$ cat src/rtl/mult_bcd_conv.sv
// mult_bcd_conv: sequential binary-to-BCD converter (shift-and-add-3).
// It captures `bin` when `start` is accepted in IDLE and then shifts one bit
// per cycle for W_IN cycles. It presents the BCD digits on `bcd` and pulses
// `done` for one cycle.
// Ports:
//   clk   - rising-edge clock
//   rst_n - synchronous active-low reset
//   start - conversion request, sampled only in IDLE
//   bin   - binary input (W_IN bits), captured on accepted start
//   busy  - high while in SHIFT or DONE
//   done  - one-cycle pulse: bcd holds a new result
//   bcd   - N_DIG packed BCD digits, most significant first
module mult_bcd_conv #(
  parameter int unsigned W_IN  = 8,
  parameter int unsigned N_DIG = 3
) (
  input  logic                 clk,
  input  logic                 rst_n,
  input  logic                 start,
  input  logic [W_IN-1:0]      bin,
  output logic                 busy,
  output logic                 done,
  output logic [4*N_DIG-1:0]   bcd
);

  localparam int unsigned CW = (W_IN > 1) ? $clog2(W_IN) : 1;
  localparam int unsigned DW = 4 * N_DIG;
  localparam int unsigned RW = DW + W_IN;

  typedef enum logic [1:0] {IDLE, SHIFT, DONE} state_t;

  state_t        state, state_nxt;
  logic [RW-1:0] work;
  logic [RW-1:0] work_adj;
  logic [RW-1:0] work_shift;
  logic [CW-1:0] cnt;
  logic          last;

  assign last = (cnt == CW'(W_IN - 1));

  // Every digit is corrected from its pre-shift value. The register is then
  // shifted, so carries move between digits only through the shift.
  always_comb begin
    work_adj = work;
    for (int unsigned i = 0; i < N_DIG; i++) begin
      if (work[W_IN + 4*i +: 4] >= 4'd5)
        work_adj[W_IN + 4*i +: 4] = work[W_IN + 4*i +: 4] + 4'd3;
    end
    work_shift = {work_adj[RW-2:0], 1'b0};
  end

  // State register
  always_ff @(posedge clk) begin
    if (!rst_n) state <= IDLE;
    else        state <= state_nxt;
  end

  // Next-state logic
  always_comb begin
    state_nxt = state;
    unique case (state)
      IDLE:    if (start) state_nxt = SHIFT;
      SHIFT:   if (last)  state_nxt = DONE;
      DONE:    state_nxt = IDLE;
      default: state_nxt = IDLE;
    endcase
  end

  // Outputs decoded from the state flops
  always_comb begin
    busy = 1'b0;
    done = 1'b0;
    unique case (state)
      IDLE:    ;
      SHIFT:   busy = 1'b1;
      DONE:    begin busy = 1'b1; done = 1'b1; end
      default: ;
    endcase
  end

  // Datapath: working register, bit counter, result register
  always_ff @(posedge clk) begin
    if (!rst_n) begin
      work <= '0;
      cnt  <= '0;
      bcd  <= '0;
    end else begin
      unique case (state)
        IDLE: begin
          if (start) begin
            work <= {{DW{1'b0}}, bin};
            cnt  <= '0;
          end
        end
        SHIFT: begin
          work <= work_shift;
          cnt  <= cnt + 1'b1;
          if (last) bcd <= work_shift[RW-1:W_IN];
        end
        default: ;
      endcase
    end
  end

endmodule
$ cat config.mk
export PLATFORM = sky130hd
export DESIGN_NAME = mult_bcd_conv
export DESIGN_NICKNAME = d
export VERILOG_FILES = /design/src/rtl/mult_bcd_conv.sv
export SDC_FILE = /design/constraint.sdc
export NUM_CORES = 1
export LEC_CHECK = 0
export BUFFER_PORTS_ARGS = -buffer_cell sky130_fd_sc_hd__clkbuf_2
export CELL_PAD_IN_SITES_DETAIL_PLACEMENT = 2
export CELL_PAD_IN_SITES_GLOBAL_PLACEMENT = 2
export CORE_MARGIN = 2
export CORE_UTILIZATION = 30
export CTS_BUF_LIST = sky130_fd_sc_hd__clkbuf_4 sky130_fd_sc_hd__clkbuf_8
export DETAILED_ROUTE_END_ITERATION = 7
export MAX_ROUTING_LAYER = met4
export PLACE_DENSITY = 0.65
export SYNTH_ARGS = -nofsm -noshare
export SYNTH_HDL_FRONTEND = slang
export SYNTH_SLANG_ARGS = --single-unit
$ cat constraint.sdc
create_clock -name clk -period 1.63 [get_ports clk]
set_input_delay 0.163 -clock clk [delete_from_list [all_inputs] [get_ports clk]]
set_output_delay 0.163 -clock clk [all_outputs]
set_load 0.03 [all_outputs]
==> impl_metrics.yaml, run 1 <==
detailed_routing:
  ant_nets: 0
  wirelength_um: 4710
  wl_per_cell_um: 15.6
  route.detailed.drc: 0
  drtIter0Drc: 30
  vias_per_cell: 5.07
  num_vias: 1527
  dr.pass1.iters: 4
sta:
  setup_violations: 0
  layout_min_cycle_time_ns: 1.57
  fin_crit_sh: 0.962
  max_freq_mhz: 638
  slew_headroom: 0.779
  hold_violations: 0
  finalWorstSetupSlack_ns: 0.0616
  setup_tns_ns: 0
  tightest_slew_ns: 0.331
  rsz0062_at_grt: "true"
  fin_skew_ns: 0.00715
  maxSlewViolCount: 0
pwr:
  power_w: 0.00177
  seqPwrFrac: 0.536
  p_sw_w: 0.000461
  cellInternalPower_w: 0.00131
  p_clk_frac: 0.338
  switching_share: 0.260
  p_leak_nw: 0.880
  p_comb_frac: 0.126
  vdd.ir_drop.worst_uv: 400
  powerDensity_nw_per_um2: 836
die:
  die_x_um: 81.1
  initial_core_util: 0.306
  die_area_um2: 6570
  core_area_um2: 5820
  pin_count: 25
  die_height_um: 81.1
  placementRows: 28
clock_network:
  cts_sinks: 37
  cts_root_buf: "clkbuf_8"
  cts_buffers: 5
  cts_tree: "built"
  htreeDepth: 2
  max-clock-path-buffers: 2
  clk_pin_slew_ns: 0.07
  clk_latency_ns: 0.29
setup_path:
  path_cells: "inv_1, ha_1, nand2b_1, a21oi_2, mux2_2, o21ai_0"
  worstPathRequired_ns: 1.84
  crit_type: "flip-flop to flip-flop"
  cp-end-kind: "flip-flop"
  worst_path_max_delay_cell: "mux2_2"
  crit_arrival_ns: 1.77
  start_kind: "flip-flop"
  cp_slowest_stage_delay_ns: 0.36
  rrSetupSlack_ns: 0.06
  timing.critical_path.buf_inv: 1
  path_max_fanout: 3
  worst_path_dominant_cell_family: "multiplexers"
synthesis:
  synth-seq-area-share: 0.416
  yosysMostFrequentCell: "dfxtp_1"
  yosysTopAreaCell: "dfxtp_1"
  netlist_area_um2: 1780
  synth_top_area_share: 0.416
  synth-edff-count: 0
  synthArstFlopShare: 0
  ys_ff_latch: 37
  yosys-top-cells-count: "dfxtp_1, o21ai_0, a21oi_1"
  synthCells: 196
  syn_area_per_cell_um2: 9.09
  synth_ff_type: "dfxtp_1"
  yosysWarnings: 0
  synth_fp_nets: 218
  synth_cell_type_count: 31
  yosys-top-cells-area: "dfxtp_1, ha_1, o21ai_0"
place:
  hpwl_um: 3510
  pre_cts_ws_ns: -0.105
  portBuffers: 24
  placed_cell_area_um2: 2000
  gp_congestion: 0.745
final_layout:
  nNetsFinal: 249
  drive_gt1_frac: 0.257
  finish.instance_area_um2: 2120
  area_growth_pct: 18.9
  final_core_util: 0.364
  antenna_cells: 0
global_routing:
  grt_pass1_wl_um: 7590
  antenna_found_initial: 0
  grt-ovfl-total: 0
  grt_pass1_vias: 1589
  groute.usage.overall: 0.156
  grt_max_degree: 30
status:
  outcome: "finished, final reports clean"
flow_run:
  cap_violations: 0
min_path:
  hold_path_class: "input pin to flip-flop"
-- layer usage --
metal,part of all wire,track usage,vias up
met4,0.0098,0.0458,0
met1,0.41,0.169,755
li1,-,-,746
met3,0.027,0.0333,5
met2,0.55,0.287,21
met5,0,-,-
-- power by group through the flow --
stage / combinational (W) / clock [W] / sequential, W
6_report: 0.000224 / 0.000599 / 0.000949
5_1_grt: 0.000251 / 0.000676 / 0.000953
4_1_cts: 0.000228 / 0.000629 / 0.000949
3_5_place_dp: 0.000227 / 0 / 0.000971
3_3_place_gp: 0.000216 / 0 / 0.000968
2_1_floorplan: 0.000170 / 0 / 0.000964
-- kinds of logic (layout without fill, tap and decap cells) --
family	after synthesis	count (layout)	synth area share
compound gates	57	57	0.193
simple gates	57	57	0.167
flops	37	37	0.416
buf+inv	19	49	0.0576
mux	12	12	0.0744
fa+ha+maj	11	11	0.0772
xor+xnor	3	3	0.0147
-- per-stage QoR --
stage | hold WS (ns) | cells
finish | 0.131 | 301
global route | 0.125 | 301
CTS | 0.125 | 299
detailed placement | 0.431 | 293
global placement | 0.427 | 293
floorplan | 0.327 | 196
-- area by class of cell --
type / count / area, um^2
inverters: 9 / 33.8
repair buffers: 34 / 208
flip-flops and latches: 37 / 742
clock inverters: 1 / 5.00
fillers: 689 / 3700
well taps: 75 / 93.8
clock buffers: 5 / 68.8
multi-input cells: 140 / 967
-- sequential cells by signal, summed over array words and instances, names as in the netlist --
register / count
state: 2
bcd: 12
work: 20
cnt: 3
-- timing repair --
item                                    in CTS  in global routing
hold buffers                                 0                  0
endpoints found under the setup margin       4                 15
resized for setup                            3                  9
pin swaps                                    0                  2
buffers inserted                             0                  2
-- worst register-to-register path, cell delays in order (launching register included) --
cell	delay, ns
dfxtp_2	0.35
inv_1	0.09
ha_1	0.19
nand2b_1	0.17
a21oi_2	0.15
mux2_2	0.36
o21ai_0	0.18
-- layout by cell type, fill, tap and decap left out, drive strengths merged --
cell type  count
dfxtp         37
clkbuf        29
o21ai         27
nand2         18
a21oi         18
nand3         15
ha            11
buf           10
inv            9
mux2i          8
o211a          7
nor3b          5
nor2b          4
nor2           4
nand2b         4
mux2           4
xnor2          3
and2           3
a22oi          3
nand4          3
a21boi         2
or2b           1
clkinv         1
-- worst paths after layout --
kind | startpoint | endpoint | depth (start not counted)
min | bin[0] | work[0] | 3
min reg2reg | work[0] | work[0] | 2
max reg2reg | work[9] | work[10] | 6
max | work[9] | work[10] | 6
Power figures use the tool's default switching activity.
==> run 2, diff against run 1 <==
--- a/config.mk
+++ b/config.mk
@@ -5,6 +5,7 @@
 export SDC_FILE = /design/constraint.sdc
 export NUM_CORES = 1
 export LEC_CHECK = 0
+export ABC_AREA = 1
 export BUFFER_PORTS_ARGS = -buffer_cell sky130_fd_sc_hd__clkbuf_2
 export CELL_PAD_IN_SITES_DETAIL_PLACEMENT = 2
 export CELL_PAD_IN_SITES_GLOBAL_PLACEMENT = 2
@@ -13,7 +14,7 @@
 export CTS_BUF_LIST = sky130_fd_sc_hd__clkbuf_4 sky130_fd_sc_hd__clkbuf_8
 export DETAILED_ROUTE_END_ITERATION = 7
 export MAX_ROUTING_LAYER = met4
-export PLACE_DENSITY = 0.65
+export PLACE_DENSITY = 0.68
 export SYNTH_ARGS = -nofsm -noshare
 export SYNTH_HDL_FRONTEND = slang
 export SYNTH_SLANG_ARGS = --single-unit
==> impl_metrics.yaml, run 2 <==
place:
  gp_congestion: 0.738
  hpwl_um: 3790
  portBuffers: 24
pwr:
  cellInternalPower_w: 0.00165
  p_clk_frac: 0.432
  vdd.ir_drop.worst_uv: 450
  power_w: 0.00223
  powerDensity_nw_per_um2: 982
  switching_share: 0.259
  p_leak_nw: 1.08
  p_sw_w: 0.000576
  p_comb_frac: 0.131
  seqPwrFrac: 0.437
global_routing:
  groute.usage.overall: 0.162
  antenna_found_initial: 0
  grt_pass1_wl_um: 8950
  grt_pass1_vias: 1858
  grt_max_degree: 20
  grt-ovfl-total: 0
die:
  die_area_um2: 7100
  die_height_um: 84.2
  pin_count: 25
  die_x_um: 84.2
  placementRows: 29
  initial_core_util: 0.308
  core_area_um2: 6280
detailed_routing:
  drtIter0Drc: 31
  num_vias: 1718
  dr.pass1.iters: 4
  wl_per_cell_um: 14.5
  wirelength_um: 5160
  ant_nets: 0
  vias_per_cell: 4.83
  route.detailed.drc: 0
synthesis:
  yosys.area_share.adder: 0.0712
  yosys.area_share.simple: 0.265
  synth_cell_type_count: 24
  synth_top_family_by_area: "simple AND/OR/NAND/NOR gates"
  syn_area_per_cell_um2: 7.76
  synth_top_area_share: 0.383
  muxShareOfSynthArea: 0.0104
  synth_compound_area_frac: 0.170
  synth-seq-area-share: 0.383
  yosys-top-cells-count: "nand2_1, dfxtp_1, inv_1"
  synthCells: 249
  synth-edff-count: 0
  yosysTopAreaCell: "dfxtp_1"
  synth_fp_nets: 271
  yosys-top-cells-area: "dfxtp_1, nand2_1, ha_1"
  ys_ff_latch: 37
  synth_xor_area_frac: 0
  yosysWarnings: 0
  netlist_area_um2: 1930
  synthArstFlopShare: 0
  synth_ff_type: "dfxtp_1"
  yosysMostFrequentCell: "nand2_1"
setup_path:
  start_kind: "flip-flop"
  worst_path_max_delay_cell: "dfxtp_1"
  crit_arrival_ns: 1.68
  cp_slowest_stage_delay_ns: 0.33
  cp-end-kind: "flip-flop"
  path_max_fanout: 17
  crit_type: "flip-flop to flip-flop"
  worstPathRequired_ns: 1.86
  crit_path_frequent_cell: "nand2_4"
  path_cells: "inv_1, ha_1, nand2_2, nand2_4, nand2_4, inv_6, nand2_1, a21oi_1"
final_layout:
  reg.largest.list: "work: 20 flops, bcd: 12 flops, cnt: 3 flops"
  final_cell_mix: "nand2_1, dfxtp_1, inv_1, clkbuf_2, nand3_1"
  area_growth_pct: 17.4
  final_common_cell: "nand2_1"
  antenna_cells: 0
  nNetsFinal: 300
  largest_reg_flops: 20
  drive_gt1_frac: 0.254
  top_register: "work"
sta:
  rsz0062_at_grt: "false"
  fin_skew_ns: 0.00939
  tightest_slew_ns: 0.281
  layout_min_cycle_time_ns: 1.46
  fin_crit_sh: 0.895
  hold_violations: 0
  slew_headroom: 0.812
  maxSlewViolCount: 0
  max_freq_mhz: 686
  setup_tns_ns: 0
  setup_violations: 0
clock_network:
  cts_buffers: 5
  max-clock-path-buffers: 2
  cts_root_buf: "clkbuf_8"
  cts_sinks: 37
  clk_pin_slew_ns: 0.08
  htreeDepth: 2
  ctsHoldBuffers: 0
  clk_latency_ns: 0.29
  cts_tree: "built"
status:
  outcome: "finished, final reports clean"
flow_run:
  cap_violations: 0
min_path:
  hold_path_class: "input pin to flip-flop"
[run 2: changes by cell type after synthesis, moves of 8 or more]
cell / delta
nand2_1: +44
inv_1: +16
nor2_1: +11
o21ai_0: -11
nand2_2: +10
a21oi_2: +9
a21oi_1: -8
[run 2: routing by layer]
layer / vias to the layer above / part of all wire / track usage
li1: 866 / - / -
met2: 20 / 0.49 / 0.275
met4: 0 / 0.0085 / 0.0484
met5: - / 0 / -
met3: 4 / 0.024 / 0.0364
met1: 828 / 0.47 / 0.191
[run 2: cell families after synthesis]
| family | count (synthesis) |
|---|---|
| AOI/OAI and AO/OA | 48 |
| adders and majority gates | 11 |
| buffers and inverters | 37 |
| DFF | 37 |
| muxes | 2 |
| and+or+nand+nor | 114 |
[run 2: worst max-delay path: cells and delay by family (launching register included)]
family                   cells  cell delay, ns
AND/OR/NAND/NOR              4            0.39
flip-flops                   1            0.33
AO/OA/AOI/OAI                1            0.14
adder cells (fa/ha/maj)      1            0.21
buffers and inverters        2            0.29
[run 2: power groups by stage]
stage          clock, W  combinational [W]  sequential (W)
6_report       0.000962           0.000292        0.000973
4_1_cts        0.000986           0.000299        0.000973
2_1_floorplan         0           0.000251        0.000985
3_5_place_dp          0           0.000297        0.000994
5_1_grt         0.00103           0.000331        0.000979
3_3_place_gp          0           0.000290        0.000992
[run 2: area by class of cell]
type	count	area, um^2
inverters	29	121
well taps	77	96.3
clock inverters	3	65.1
flip-flops and latches	37	742
multi-input cells	175	1010
repair buffers	30	165
fillers	742	4010
clock buffers	5	68.8
[run 2: worst paths after layout]
path	from	end	slack, ns	cells past startpoint
setup / recovery	state[0]	work[10]	0.17	8
hold / removal	bin[0]	work[0]	0.15	3
setup reg to reg	state[0]	work[10]	0.17	8
hold reg to reg	cnt[0]	cnt[0]	0.47	1
[run 2: stage by stage]
step	hold slack, ns	instance area, um^2	worst slack (ns)	utilization	std cells
2_1_floorplan	0.343	1930	0.308	-	249
3_3_place_gp	0.436	2120	0.120	0.337	348
3_5_place_dp	0.450	2120	0.0905	0.337	348
4_1_cts	0.145	2250	0.00325	0.359	356
5_1_grt	0.178	2270	0.00268	0.361	356
6_report	0.151	2270	0.172	0.361	356
[run 2: what timing repair did]
action	in CTS	in global routing
endpoints found under the setup margin	0	14
buffers inserted	0	0
resized for setup	0	7
